<file path="src/rtl/rv_arb_pkg.sv">
// Shared types and helpers for the round-robin ready/valid arbiter.
// The burst FSM states are used only when RV_ARB_BURST_EN is defined.
package rv_arb_pkg;

   typedef enum logic [0:0] {
      ARB_FREE,
      ARB_LOCKED
   } arb_state_e;

   function automatic int unsigned idx_w(input int unsigned n);
      int unsigned w;
      w = $clog2(n);
      return (w < 1) ? 1 : w;
   endfunction

endpackage

</file>
<file path="src/rtl/rv_rr_pick.sv">
// Combinational round-robin pick: first valid requester after ptr, wrapping.
// Bits above ptr are searched first, then the unmasked copy covers the wrap.
module rv_rr_pick
   import rv_arb_pkg::*;
#(
   parameter int unsigned NUM_REQ = 4,
   parameter int unsigned IDX_W   = idx_w(NUM_REQ)
) (
   input  logic [NUM_REQ-1:0] valid,
   input  logic [IDX_W-1:0]   ptr,
   output logic               any_valid,
   output logic [IDX_W-1:0]   sel
);

   localparam logic [IDX_W:0] NumReqW = (IDX_W + 1)'(NUM_REQ);

   logic [NUM_REQ-1:0]   mask;
   logic [2*NUM_REQ-1:0] dbl;
   logic [IDX_W:0]       pos;

   always_comb begin
      mask = '0;
      for (int i = 0; i < NUM_REQ; i++) begin
         mask[i] = (i > int'(ptr));
      end
   end

   assign dbl = {valid, valid & mask};

   // Scan high to low so the lowest set bit wins.
   always_comb begin
      pos = '0;
      for (int i = 2 * NUM_REQ - 1; i >= 0; i--) begin
         if (dbl[i]) begin
            pos = (IDX_W + 1)'(i);
         end
      end
   end

   assign any_valid = |valid;
   assign sel       = IDX_W'((pos >= NumReqW) ? (pos - NumReqW) : pos);

endmodule

</file>
<file path="src/rtl/rv_rr_arbiter.sv">
// Round-robin merge of NUM_REQ ready/valid streams into one registered output stage.
// Define RV_ARB_BURST_EN to let a granted requester keep the grant for up to BURST_LEN beats.
module rv_rr_arbiter
   import rv_arb_pkg::*;
#(
   parameter int unsigned NUM_REQ    = 4,
   parameter int unsigned DATA_WIDTH = 8,
   parameter int unsigned BURST_LEN  = 4,
   localparam int unsigned IDX_W     = idx_w(NUM_REQ)
) (
   input  logic                          clock_port,
   input  logic                          reset_port,
   input  logic [NUM_REQ*DATA_WIDTH-1:0] input_port_data,
   input  logic [NUM_REQ-1:0]            input_port_valid,
   output logic [NUM_REQ-1:0]            input_port_ready,
   output logic [DATA_WIDTH-1:0]         output_port_data,
   output logic [IDX_W-1:0]              output_port_src,
   output logic                          output_port_valid,
   input  logic                          output_port_ready
);

   if (NUM_REQ < 2 || NUM_REQ > 16 || BURST_LEN < 1 || BURST_LEN > 256) begin : g_param_check
      $error("rv_rr_arbiter: parameter out of range");
   end

   logic                  stage_ready;
   logic                  any_valid;
   logic                  transfer;
   logic [IDX_W-1:0]      pick_sel;
   logic [IDX_W-1:0]      sel;
   logic [IDX_W-1:0]      ptr_q;
   logic [DATA_WIDTH-1:0] sel_data;
   logic [DATA_WIDTH-1:0] data_q;
   logic [IDX_W-1:0]      src_q;
   logic                  valid_q;

   rv_rr_pick #(
      .NUM_REQ (NUM_REQ),
      .IDX_W   (IDX_W)
   ) u_pick (
      .valid     (input_port_valid),
      .ptr       (ptr_q),
      .any_valid (any_valid),
      .sel       (pick_sel)
   );

   assign stage_ready = ~valid_q | output_port_ready;

`ifdef RV_ARB_BURST_EN
   localparam logic [8:0] BurstLenW = 9'(BURST_LEN);

   arb_state_e       state_q, state_d;
   logic [IDX_W-1:0] lock_q, lock_d;
   logic [8:0]       cnt_q, cnt_d;
   logic             lock_hold;

   // The lock only overrides the pick while its owner keeps valid high.
   assign lock_hold = (state_q == ARB_LOCKED) && input_port_valid[lock_q];
   assign sel       = lock_hold ? lock_q : pick_sel;

   always_comb begin
      state_d = state_q;
      lock_d  = lock_q;
      cnt_d   = cnt_q;
      if (state_q == ARB_LOCKED && !lock_hold) begin
         state_d = ARB_FREE;
         cnt_d   = '0;
      end
      if (transfer) begin
         if (lock_hold) begin
            if (cnt_q + 9'd1 >= BurstLenW) begin
               state_d = ARB_FREE;
               cnt_d   = '0;
            end else begin
               cnt_d = cnt_q + 9'd1;
            end
         end else if (BurstLenW > 9'd1) begin
            state_d = ARB_LOCKED;
            lock_d  = sel;
            cnt_d   = 9'd1;
         end
      end
   end

   always_ff @(posedge clock_port or negedge reset_port) begin
      if (!reset_port) begin
         state_q <= ARB_FREE;
         lock_q  <= '0;
         cnt_q   <= '0;
      end else begin
         state_q <= state_d;
         lock_q  <= lock_d;
         cnt_q   <= cnt_d;
      end
   end
`else
   assign sel = pick_sel;
`endif

   always_comb begin
      input_port_ready = '0;
      sel_data         = '0;
      for (int i = 0; i < NUM_REQ; i++) begin
         input_port_ready[i] = any_valid & stage_ready & (sel == IDX_W'(i));
         if (sel == IDX_W'(i)) begin
            sel_data = input_port_data[i*DATA_WIDTH +: DATA_WIDTH];
         end
      end
   end

   assign transfer = input_port_valid[sel] & input_port_ready[sel];

   always_ff @(posedge clock_port or negedge reset_port) begin
      if (!reset_port) begin
         valid_q <= 1'b0;
         data_q  <= '0;
         src_q   <= '0;
         ptr_q   <= IDX_W'(NUM_REQ - 1);
      end else if (transfer) begin
         valid_q <= 1'b1;
         data_q  <= sel_data;
         src_q   <= sel;
         ptr_q   <= sel;
      end else if (output_port_ready) begin
         valid_q <= 1'b0;
      end
   end

   assign output_port_valid = valid_q;
   assign output_port_data  = data_q;
   assign output_port_src   = src_q;

endmodule

</file>
<file path="config.mk">
export PLATFORM = sky130hd
export DESIGN_NAME = rv_rr_arbiter
export DESIGN_NICKNAME = d
export VERILOG_FILES = /design/src/rtl/rv_arb_pkg.sv /design/src/rtl/rv_rr_pick.sv /design/src/rtl/rv_rr_arbiter.sv
export SDC_FILE = /design/constraint.sdc
export NUM_CORES = 1
export LEC_CHECK = 0
export BUFFER_PORTS_ARGS = -buffer_cell sky130_fd_sc_hd__buf_2
export CAP_MARGIN = 10
export CELL_PAD_IN_SITES_DETAIL_PLACEMENT = 1
export CELL_PAD_IN_SITES_GLOBAL_PLACEMENT = 1
export CORE_ASPECT_RATIO = 2
export CORE_MARGIN = 5
export CORE_UTILIZATION = 29
export CTS_CLUSTER_DIAMETER = 30
export DETAILED_ROUTE_END_ITERATION = 6
export PLACE_DENSITY_LB_ADDON = 0.1
export SYNTH_ARGS = -nofsm -noshare
export SYNTH_HDL_FRONTEND = slang
export SYNTH_HIERARCHICAL = 1
export SYNTH_SLANG_ARGS = --single-unit
</file>
<file path="constraint.sdc">
create_clock -name clock_port -period 2.2 [get_ports clock_port]
set_input_delay 0.44 -clock clock_port [delete_from_list [all_inputs] [get_ports clock_port]]
set_output_delay 0.44 -clock clock_port [all_outputs]
set_load 0.01 [all_outputs]
</file>
* Word level (Yosys, flattened, before mapping) *
Index checks and enable logic that the tools add are counted.

word-level totals
  input bits = 39
  register bits = 13

cells by class
  bitwise operators = 9
  order comparisons = 5
  reductions and logical operators = 3
  muxes and demuxes = 19
  equal/unequal tests = 3
  add/subtract/negate cells = 1

operator list
  kind                   number
  $mux W8                4
  $mux W3                8
  $and A1 B1 Y1          6
  $and A4 B4 Y4          1
  $bmux W1 S2            2
  $eq A2 B2 Y1 const B   2
  $gt A2 B2 Y1 const A   2
  $mux W1                4
  $reduce_or A4 Y1       1
  $ge A3 B3 Y1 const B   1
  $lt A2 B3 Y1 const B   1
  $eq A2 B1 Y1 const B   1
  $gt A1 B2 Y1 const A   1
  $logic_not A2 Y1       1
  $mux W2                1
  $reduce_bool A2 Y1     1
  $sub A2 B1 Y2 const B  1
  $not A1 Y1             1
  $or A1 B1 Y1           1

* Logic depth before layout (Yosys ltp) *
Gate-level depths: netlist of run 1.

  depth after elaboration = 16
  gate-level depth with buffers = 8
  depth with buffers taken out = 6

* By module *
The synthesis of run 1 kept the hierarchy.

by module, submodules not included
  module         times used  seq. area each (sq um)  cells each  area each (sq um)
  rv_rr_arbiter  1           327.8                   52          854.6
  rv_rr_pick     1           0.0                     13          70.1

* Least setup slack after synthesis of run 1 *
OpenSTA, ideal clock, no wires.

  path type = register to register
  from = register ptr_q[0]
  to = register data_q[0] (netlist: output_port_data[0])
  arrival time = 2.063 ns
  slack = 0.012 ns
  required time = 2.075 ns
  stages on the path, launching flop included = 8
  clock period less this slack = 2.188 ns
  setup time = 0.125 ns
  cells stage by stage = dfstp_2 -> o22ai_1 -> a221o_1 -> buf_6 -> mux4_2 -> nand3_2 -> buf_12 -> mux2_4

between the ends
  word-level cells in the longest chain between the ends = 13
  elaborated cells on any way between the ends = 28

RTL lines
  item                                                      line                                        RTL
  start: declaration                                        rv_rr_arbiter.sv:31                         logic [IDX_W-1:0] ptr_q;
  start signal: assignment                                  rv_rr_arbiter.sv:118                        ptr_q <= IDX_W'(NUM_REQ - 1);
  start signal: assignment                                  rv_rr_arbiter.sv:123                        ptr_q <= sel;
  $gt A2 B2 Y1                                              rv_rr_pick.sv:24                            mask[i] = (i > int'(ptr));
  $and A4 B4 Y4 (*)                                         rv_rr_pick.sv:28                            assign dbl = {valid, valid & mask};
  $mux W3 (2 in a row)                                      rv_rr_pick.sv:34                            if (dbl[i]) begin
  $mux W3 (*) (2 in a row)                                  rv_rr_pick.sv:34
  $ge A3 B3 Y1 or $sub A2 B1 Y2 (tied branches)             rv_rr_pick.sv:41                            assign sel = IDX_W'((pos >= NumReqW) ? (pos - NumReqW) : pos);
  $mux W2 (*)                                               rv_rr_pick.sv:41
  named net pick_sel[0]                                     rv_rr_arbiter.sv:29                         logic [IDX_W-1:0] pick_sel;
  $eq A2 B1 Y1 (tied with other cells)                      rv_rr_arbiter.sv:104, rv_rr_arbiter.sv:105
  $and A1 B1 Y1 or $mux W8 (tied branches)                  rv_rr_arbiter.sv:104, rv_rr_arbiter.sv:105
  $bmux W1 S2 or $mux W8 (tied branches)                    rv_rr_arbiter.sv:111, rv_rr_arbiter.sv:105
  $mux W1 (not written as such) or $mux W8 (tied branches)  rv_rr_arbiter.sv:111, rv_rr_arbiter.sv:105
  $and A1 B1 Y1 or $mux W8 (tied branches)                  rv_rr_arbiter.sv:111, rv_rr_arbiter.sv:105
  end signal: assignment                                    rv_rr_arbiter.sv:121                        data_q <= sel_data;
  end: declaration                                          rv_rr_arbiter.sv:33                         logic [DATA_WIDTH-1:0] data_q;

The timed path passes the listed nets; every way through them passes the cells marked *. The select of a mux whose other input is x is not followed.
A chain may end at the register's enable or synchronous reset.

* Worst setup path in the final report of run 1 *
  from = register ptr_q[1]
  to = register data_q[0] (netlist: output_port_data[0])

The elaborated chain is that of the path after synthesis.

==> qor.csv, run 1 <==
stage;metric;value;unit
global_route;grt_overflow;0;
finish;drive_gt1_frac;0.7463;
sta;setup_viol;0;
finish;area_delta_synth_final;52.77;%
synth;synth_top_area_frac;0.2977;
clock_network;cts_root_buf;clkbuf_8;
power_and_ir_drop;powerDensity;1325;nW/um^2
setup_path;rr_worst_depth;6;
sta;fin_crit;2.199;ns
power_and_ir_drop;report.power.total;1.872;mW
synth;synth_cell_types;28;
sta;finalHoldViolCount;0;
route;wl_per_cell;17.02;microns
finish;final_cells;165;
global_route;gr-usage-all-layers;0.1283;
synth;synth_edf_count;0;
sta;worstMarginPinSlew;0.2932;ns
sta;period_share;0.9996;
clock_network;cts_buffer_depth;2;
flow_run;max-cap-violations;0;
setup_path;critical_path.startpoint_type;flip-flop;
setup_path;critPathMaxFanout;8;
die;die_w;49.93;microns
global_route;antenna_found_initial;0;
finish;layout_commonest_cell;buf_2;
sta;rsz0062_at_grt;true;
place;gp_congestion;0.7255;
synth;syn-num-nets;104;
setup_path;crit_type;reg -> reg;
clock_network;clk_pin_slew;0.06;ns
place;io_buffers;53;
die;core_area;3120;sq um
clock_network;cts_sinks;13;
clock_network;cts_tree;done;
synth;avgSynthCellArea;14.23;sq um
setup_path;endpoint_kind;flip-flop;
finish;layout_common_cells;53 x buf_2, 12 x buf_4, 11 x dfrtp_1;
finish;nFillCells;369;
power_and_ir_drop;peakVddDrop;0.6096;mV
route;drc_errors;0;
sta;skew;0.004185;ns
synth;ys.warnings.count;6;
setup_path;rr_startpoint;ptr_q[1]$_DFFE_PN1P_;
die;boundaryPins;54;
place;post-dp-hpwl;2219;microns
global_route;grt_max_degree;14;
setup_path;r2r-end;output_port_data[0]$_DFFE_PN0P_;
setup_path;cp.required;2.33;ns
finish;fin_nets;174;
sta;relSlewSlack;0.8046;
route;wirelength;2809;microns
clock_network;htree_levels;1;
place;post-place-cells;154;
die;die_h;89.86;microns
finish;n_antenna_cell;0;
setup_path;reg2reg_slack;0.0009;ns
clock_network;cts_buffers;3;
global_route;grt_pass1_vias;995;
synth;syn_inst;65;
synth;synth_area_leader_cell;dfrtp_1;
synth;synth_area;924.6;sq um
route;vias_per_cell;5.218;
clock_network;clkLatencyLatePin;0.24;ns
synth;ys_seq_area_frac;0.3545;
power_and_ir_drop;total_leakage_power;0.7217;nW
sta;maxSlewViolCount;0;
die;initial_core_util;0.2963;
synth;synth-async-reset-ratio;1.000;
sta;fmax;0.4547;GHz
synth;synthTopCellsByArea;dfrtp_1 30%, mux2_4 15%, mux4_2 12%;
die;die-area;4486;sq um
setup_path;critPathArrivalTime;2.32;ns
clock_network;holdBufCountCts;0;
sta;fin_setup_tns;0;ns
synth;synthFlopType;dfrtp_1;
synth;synth_seq_cells;13;
die;row_count;29;
hold_path;hp-class;in -> async;
global_route;grt_pass1_wl;4567;microns
route;ant_nets;0;
outcome;status;finished clean;
route;via_count;861;
route;dr.pass1.iters;3;
route;drt_iter0_drc;5;
-- where the power goes --
group | switching [mW] | internal [mW]
clock network | 0.0889 | 0.125
logic | 0.465 | 0.729
registers | 0.0822 | 0.381
-- layer usage --
metal,track usage,share of wire,vias up
met5,0,0,-
met3,0.03477,0.061,4
met4,0.07002,0.020,0
met2,0.2362,0.59,29
met1,0.1196,0.33,432
li1,-,-,396
-- state kept, by name, summed over array words and instances (netlist names) --
name / flops
output_port_data: 8
output_port_valid: 1
ptr_q: 2
output_port_src: 2
-- stage by stage --
step	instance area [sq um]	setup WS, ns	hold slack, ns	utilization
floorplan	924.6	0.01178	0.1444	-
global placement	1269	0.01309	0.3502	0.4066
detailed placement	1269	-0.05084	0.3499	0.4066
CTS	1368	0.01560	0.08840	0.4383
global route	1413	-0.06960	0.09223	0.4527
finish	1413	0.0009219	0.07321	0.4527
-- Yosys cell counts (2+ instances only) --
cell type	n
nor3b_1	2
a31o_2	2
nor2_1	3
mux4_1	4
dfrtp_1	11
mux4_2	5
dfstp_2	2
a22o_1	2
mux2_4	9
mux2_2	3
o22ai_1	2
nand2_1	3
inv_1	2
-- worst max path at each step --
stage                         startpoint  slack (ns)  depth (start not counted)                               to
global route        ptr_q[0]$_DFFE_PN1P_       -0.07                          6              input_port_ready[1]
floorplan           ptr_q[0]$_DFFE_PN1P_        0.01                          7  output_port_data[0]$_DFFE_PN0P_
detailed placement   input_port_valid[2]       -0.05                          7  output_port_data[6]$_DFFE_PN0P_
global placement     input_port_valid[0]        0.01                          7  output_port_data[6]$_DFFE_PN0P_
finish              ptr_q[1]$_DFFE_PN1P_      0.0009                          6  output_port_data[0]$_DFFE_PN0P_
CTS                 ptr_q[1]$_DFFE_PN1P_        0.02                          9  output_port_data[6]$_DFFE_PN0P_
-- critical path: stages (launching register included) --
cell	delay, ns
dfstp_2	0.57
o22ai_1	0.08
a221o_1	0.41
mux4_2	0.48
nand3_4	0.12
buf_12	0.14
mux2_4	0.30
-- layout make-up --
class / instances / area, sq um / area share
inverter: 2 / 7.507 / 0.005314
sequential: 13 / 327.8 / 0.2321
tap: 31 / 38.79 / 0.02746
multi-input combinational: 45 / 571.8 / 0.4048
timing repair buffer: 70 / 420.4 / 0.2976
clock inverter: 1 / 5.005 / 0.003543
clock buffer: 3 / 41.29 / 0.02923
-- timing repair --
action	4_1_cts	5_1_grt
pin swaps	1	4
setup endpoints to repair	5	15
gates resized for setup	2	8
buffers inserted	6	1
-- kinds of logic (layout without fill, tap and decap cells) --
| kind of cell | Yosys count | after routing | synth area share |
|---|---|---|---|
| buffers and inverters | 7 | 76 | 0.05954 |
| muxes | 21 | 21 | 0.4181 |
| AOI/OAI and AO/OA | 11 | 11 | 0.08931 |
| DFF | 13 | 13 | 0.3545 |
| and+or+nand+nor | 13 | 13 | 0.07847 |
No activity file was read; power rests on OpenSTA's default activity.
==> run 2: changes to the inputs <==
Settings changed: BUFFER_PORTS_ARGS -buffer_cell sky130_fd_sc_hd__buf_2 to -buffer_cell sky130_fd_sc_hd__buf_4, CAP_MARGIN 10 to 20, CORE_ASPECT_RATIO 2 to 0.9.
==> run 2 against run 1 <==
Effect of this change:
- the run now ends with negative setup slack left
- via count increased by 0.93%
- flip-flop and latch count unchanged
- global-route usage increased by 1.0 points
- power increased by 2.7%
- critical endpoint is now input_port_ready[3]
==> qor.csv, run 2 (synthesis gave the netlist of run 1 again) <==
stage;metric;value;unit
finish;area_delta_synth_final;67.52;%
global_route;busiest_layer;met2;
finish;n_antenna_cell;0;
route;via_count;869;
route;drt_iter0_drc;7;
global_route;grt_pass1_vias;948;
die;die_w;69.52;microns
die;die-area;4419;sq um
place;io_buffers;53;
setup_path;rr_startpoint;ptr_q[1]$_DFFE_PN1P_;
sta;worstMarginPinSlew;0.3050;ns
outcome;status;finished with violations;
sta;fmax;0.4530;GHz
setup_path;rr_worst_depth;6;
setup_path;crit_slowest_cell;dfstp_2;
finish;fin_nets;175;
flow_run;max-cap-violations;0;
route;wl_per_cell;17.20;microns
finish;fin_util;0.5051;
clock_network;cts_tree;done;
power_and_ir_drop;total_leakage_power;0.7590;nW
route;vias_per_cell;4.910;
route;ant_nets;0;
die;initial_core_util;0.3015;
finish;drive_gt1_frac;0.7333;
setup_path;endpoint_kind;output pin;
global_route;grt_use_met3;0.04769;
global_route;gr-usage-all-layers;0.1384;
clock_network;clk_pin_slew;0.08;ns
power_and_ir_drop;peakVddDrop;0.5631;mV
sta;setup_viol;1;
setup_path;crit_chain;o22ai_2, a221o_1, buf_6, and4_1, buf_6;
finish;layout_commonest_cell;buf_4;
global_route;grtUsageMet2;0.2571;
clock_network;cts_root_buf;clkbuf_4;
route;wirelength;3045;microns
setup_path;cp_common_cell;buf_6;
clock_network;clkLatencyLatePin;0.28;ns
hold_path;worstHoldStart;output_port_src[1]$_DFFE_PN0P_;
setup_path;critical_path.startpoint_type;flip-flop;
die;die_h;63.57;microns
die;core_area;3067;sq um
sta;skew;0.006699;ns
hold_path;min_path_cells;1;
sta;rsz0062_at_grt;true;
finish;largest_register_ffs;8;
setup_path;r2r-end;output_port_src[1]$_DFFE_PN0P_;
hold_path;holdPathEnd;output_port_src[1]$_DFFE_PN0P_;
sta;relSlewSlack;0.7966;
setup_path;cp.required;1.76;ns
finish;layout_common_cells;65 x buf_4, 11 x dfrtp_1, 9 x mux2_4;
finish;nFillCells;333;
outcome;violations;negative setup slack;
route;dr.pass1.iters;4;
sta;maxSlewViolCount;0;
hold_path;hp-class;reg -> reg;
global_route;grt_pass1_wl;4830;microns
place;gp_congestion;0.7328;
setup_path;reg2reg_slack;0.01;ns
place;post-dp-hpwl;2413;microns
setup_path;crit_type;reg -> out;
sta;setup_slack;-0.007427;ns
global_route;grt_overflow;0;
sta;hold-worst-slack;0.5153;ns
power_and_ir_drop;powerDensity;1241;nW/um^2
die;boundaryPins;54;
setup_path;crit_family;flip-flops;
clock_network;htree_levels;1;
global_route;grt_max_degree;14;
sta;finalHoldViolCount;0;
setup_path;critPathMaxFanout;7;
sta;fin_crit;2.207;ns
die;row_count;19;
sta;period_share;1.003;
global_route;antenna_found_initial;0;
clock_network;cts_buffer_depth;2;
route;drc_errors;0;
setup_path;critPathArrivalTime;1.77;ns
setup_path;cp_num_buf_inv;2;
setup_path;crit_path_max_incr_delay;0.59;ns
clock_network;cts_buffers;3;
global_route;use_met1;0.1572;
clock_network;cts_sinks;13;
==> run 2: changes by cell type in the layout (fill, tap and decap cells not counted), moves of 3 or more <==
| cell | previous run | this run |
|---|---|---|
| clkbuf_4 | 0 | 3 |
| buf_4 | 12 | 65 |
| clkbuf_8 | 3 | 0 |
| buf_2 | 53 | 0 |
==> run 2: how the worst max path moves through the flow <==
| stage | from | to | slack (ns) | cells past startpoint |
|---|---|---|---|---|
| after floorplan | ptr_q[0]$_DFFE_PN1P_ | output_port_data[0]$_DFFE_PN0P_ | 0.01 | 7 |
| after detailed placement | input_port_valid[3] | output_port_data[7]$_DFFE_PN0P_ | -0.04 | 8 |
| final | ptr_q[1]$_DFFE_PN1P_ | input_port_ready[3] | -0.007 | 5 |
| after global placement | input_port_valid[3] | output_port_data[1]$_DFFE_PN0P_ | -0.001 | 8 |
| after CTS | ptr_q[1]$_DFFE_PN1P_ | input_port_ready[0] | -0.002 | 5 |
| after global routing | ptr_q[1]$_DFFE_PN1P_ | input_port_ready[2] | -0.09 | 5 |
==> run 2: layer usage <==
metal	up-vias	routed length (microns)
met5	-	0
li1	399	-
met4	0	10
met2	34	1669
met1	433	1162
met3	3	202
==> run 2: final cells by class <==
| cell class | instances | area [sq um] | share of cell area |
|---|---|---|---|
| timing repair buffer | 71 | 571.8 | 0.3691 |
| sequential | 13 | 327.8 | 0.2116 |
| multi-input combinational | 45 | 563.0 | 0.3635 |
| inverter | 2 | 7.507 | 0.004847 |
| tap | 42 | 52.55 | 0.03393 |
| clock buffer | 4 | 26.28 | 0.01696 |
==> run 2: worst register-to-register path, cell delays in order (launching register included) <==
cell and delay, ns:
dfstp_2 0.59, o22ai_2 0.07, a221o_1 0.38, mux4_2 0.45
nand3_2 0.16, buf_12 0.14, mux2_4 0.29
==> run 2: through the flow <==
stage	area (sq um)	setup TNS [ns]	total power, mW	std cells	worst slack [ns]
global placement	1420	-0.002564	1.624	164	-0.001449
finish	1549	-0.007427	1.922	177	-0.007427
floorplan	924.6	0	1.190	65	0.01178
global route	1549	-0.6559	2.041	177	-0.08966
CTS	1530	-0.001662	1.919	176	-0.001662
detailed placement	1420	-0.2856	1.646	164	-0.03852
==> run 2: report_power, final <==
part	total [mW]	internal [mW]	leakage (nW)	switching, mW
logic	1.30	0.825	0.595	0.479
registers	0.465	0.380	0.149	0.0850
clock network	0.152	0.0704	0.0150	0.0818
==> run 2: repair_timing <==
item                       CTS  global route
hold endpoints to repair    11             0
buffers inserted             7             1
cloned                       0             0
pin swaps                    3             1
setup endpoints to repair   12            13
hold buffers                 1             0
resized for setup            5             2
==> run 3: changes to the inputs <==
Settings changed: CORE_UTILIZATION 29 to 28, SYNTH_HIERARCHICAL 1 to not set.
==> run 3 against run 2 <==
Effect of this change:
- the flow now finishes without violations
- area after synthesis grew 8.9%
- sequential power decreased by 17%
- sequential share of layout area up 1.2 points
- first-iteration DRC count rose to 7.6 times the previous value
- routed wire length up 18%
- non-clock buffer count is 14 lower
- critical endpoint is now input_port_ready[1]
- highest routed layer is now met3
- worst setup slack improved by 0.13 ns
- cell area fell by 5.5%
- largest power group unchanged
- register-to-register slack improved by 0.31 ns
- clock power grew 44%
==> qor.csv, run 3 <==
stage;metric;value;unit
synth;syn_inst;108;
power_and_ir_drop;report.power.total;1.163;mW
setup_path;rr_startpoint;ptr_q[0]$_DFFE_PN1P_;
clock_network;holdBufCountCts;0;
clock_network;cts_setup_buffers;0;
finish;drive_gt1_frac;0.5031;
sta;relSlewSlack;0.5358;
die;row_count;20;
setup_path;crit_type;reg -> out;
power_and_ir_drop;peakVddDrop;0.4380;mV
finish;fin_nets;199;
route;drc_errors;0;
finish;area_delta_synth_final;45.34;%
synth;avgSynthCellArea;9.326;sq um
power_and_ir_drop;powerDensity;794.5;nW/um^2
route;ant_nets;0;
route;wl_per_cell;17.75;microns
finish;nFillCells;399;
finish;n_antenna_cell;0;
route;drt_iter0_drc;53;
clock_network;clk_pin_slew;0.06;ns
route;vias_per_cell;5.379;
setup_path;endpoint_kind;output pin;
global_route;gr-usage-all-layers;0.1497;
synth;synthSimpleGateAreaFrac;0.1590;
setup_path;crit_slowest_cell;dfstp_2;
outcome;status;finished clean;
power_and_ir_drop;p_comb_frac;0.479;
setup_path;crit_path_max_incr_delay;0.63;ns
setup_path;r2r-end;output_port_data[2]$_DFFE_PN0P_;
power_and_ir_drop;power_frac_clock;0.188;
route;dr.pass1.iters;5;
synth;synthTopCellsByArea;dfrtp_1 27%, a21oi_1 7.5%, a221oi_2 7.5%;
clock_network;clkLatencyLatePin;0.25;ns
die;initial_core_util;0.2938;
synth;synth-async-reset-ratio;1.000;
sta;setup_viol;0;
sta;worstMarginPinSlew;0.6937;ns
sta;maxSlewViolCount;0;
synth;synth-xor-area-share;0;
power_and_ir_drop;seq_power_share;0.333;
synth;synth_top_family_by_area;compound AO/OA/AOI/OAI gates;
route;via_count;1092;
finish;multi_input_area;599.3;sq um
sta;skew;0.001619;ns
clock_network;ctsResizeCount;0;
finish;seq_area;327.8;sq um
global_route;grt_pass1_vias;1142;
die;core_area;3428;sq um
finish;largest_register_ffs;8;
place;gp_congestion;0.7664;
die;boundaryPins;54;
setup_path;critPathArrivalTime;1.63;ns
synth;ys.warnings.count;0;
power_and_ir_drop;total_leakage_power;0.6709;nW
synth;synth_area_leader_cell;dfrtp_1;
clock_network;htree_levels;1;
die;die-area;4898;sq um
clock_network;cts_root_buf;clkbuf_8;
synth;synth_common_cells;17 x nor2_1, 15 x a21oi_1, 11 x dfrtp_1;
sta;fin_setup_tns;0;ns
synth;synth_top_area_frac;0.2733;
die;die_h;66.90;microns
synth;synth_area;1007;sq um
finish;layout_commonest_cell;buf_4;
global_route;grt_overflow;0;
finish;fin_util;0.4270;
finish;layout_common_cells;57 x buf_4, 17 x nor2_1, 15 x a21oi_1;
clock_network;cts_sinks;13;
synth;muxShareOfSynthArea;0.009938;
synth;synth_seq_cells;13;
synth;synth_edf_count;0;
global_route;grt_pass1_wl;5678;microns
sta;fmax;0.4820;GHz
setup_path;cp.required;1.76;ns
place;post-dp-hpwl;2807;microns
sta;rsz0062_at_grt;false;
synth;synth_compound_area_frac;0.4236;
die;die_w;73.22;microns
flow_run;max-cap-violations;0;
global_route;antenna_found_initial;0;
sta;period_share;0.9430;
setup_path;critPathMaxFanout;10;
power_and_ir_drop;internal_power;0.7237;mW
place;dp_slack;0.2303;ns
synth;ys_seq_area_frac;0.3255;
synth;syn-num-nets;147;
sta;fin_crit;2.075;ns
clock_network;cts_buffer_depth;2;
setup_path;reg2reg_slack;0.32;ns
setup_path;crit_family;flip-flops;
place;io_buffers;53;
power_and_ir_drop;swShare;0.3778;
route;wirelength;3604;microns
clock_network;cts_buffers;3;
setup_path;rr_worst_depth;5;
hold_path;hp-class;in -> async;
setup_path;critical_path.startpoint_type;flip-flop;
setup_path;crit_chain;nand2b_1, a21oi_1, nor3_1, buf_4;
sta;setup_slack;0.1255;ns
power_and_ir_drop;switchingPower;0.4394;mW
global_route;grt_max_degree;14;
setup_path;cp_num_buf_inv;1;
synth;synthFlopType;dfrtp_1;
synth;synth_most_common_cell;nor2_1;
sta;finalHoldViolCount;0;
synth;synth_cell_types;38;
synth;synthAdderAreaFrac;0;
clock_network;cts_tree;done;
[run 3: changes by cell type in the layout (fill, tap and decap cells not counted), moves of 5 or more]
| cell | previous run | this run |
|---|---|---|
| mux2_4 | 9 | 0 |
| buf_4 | 65 | 57 |
| nor2_1 | 3 | 17 |
| a21oi_1 | 1 | 15 |
| a221oi_2 | 0 | 5 |
| mux4_2 | 5 | 0 |
[run 3: worst reg2reg max path: cells and delay by family, from the launching register on]
kind | cells | cell delay, ns
and+or+nand+nor | 2 | 0.74
DFF | 1 | 0.63
AOI/OAI and AO/OA | 3 | 0.43
[run 3: worst max path at each step]
stage | slack, ns | depth (start not counted) | endpoint | start
after floorplan | 0.33 | 4 | input_port_ready[1] | input_port_valid[3]
after global placement | 0.24 | 6 | input_port_ready[3] | input_port_valid[0]
after detailed placement | 0.23 | 6 | input_port_ready[3] | input_port_valid[0]
after CTS | 0.09 | 5 | input_port_ready[3] | ptr_q[0]$_DFFE_PN1P_
after global routing | 0.007 | 5 | input_port_ready[3] | ptr_q[0]$_DFFE_PN1P_
final | 0.13 | 4 | input_port_ready[1] | ptr_q[0]$_DFFE_PN1P_
[run 3: area by class of cell]
cell class                 count  area share
sequential                    13      0.2239
clock inverter                 1    0.003419
clock buffer                   3     0.02821
multi-input combinational     83      0.4094
inverter                       2    0.005128
tap                           44     0.03761
timing repair buffer          57      0.2923
[run 3: layer usage]
metal,track usage,share of wire,up-vias
li1,-,-,515
met1,0.1835,0.42,547
met3,0.04977,0.065,0
met4,0.01382,0,0
met2,0.2612,0.51,30
met5,0,0,-
[run 3: metrics by stage]
step                hold WS [ns]  instance area, sq um  instances
floorplan                 0.1444                  1007        108
global placement          0.2981                  1415        199
detailed placement        0.3034                  1415        199
CTS                      0.03289                  1461        203
global route             0.03425                  1464        203
finish                   0.03485                  1464        203
[run 3: power groups by stage]
stage | registers [mW] | logic, mW | clock network (mW)
floorplan | 0.385 | 0.336 | 0
global placement | 0.385 | 0.554 | 0
detailed placement | 0.390 | 0.564 | 0
CTS | 0.386 | 0.567 | 0.229
global route | 0.398 | 0.606 | 0.247
finish | 0.388 | 0.557 | 0.219
[run 3: logic make-up after synthesis]
group                  Yosys count
flip-flops                      13
buffers and inverters           12
AND/OR/NAND/NOR                 34
multiplexers                     1
AO/OA/AOI/OAI                   48
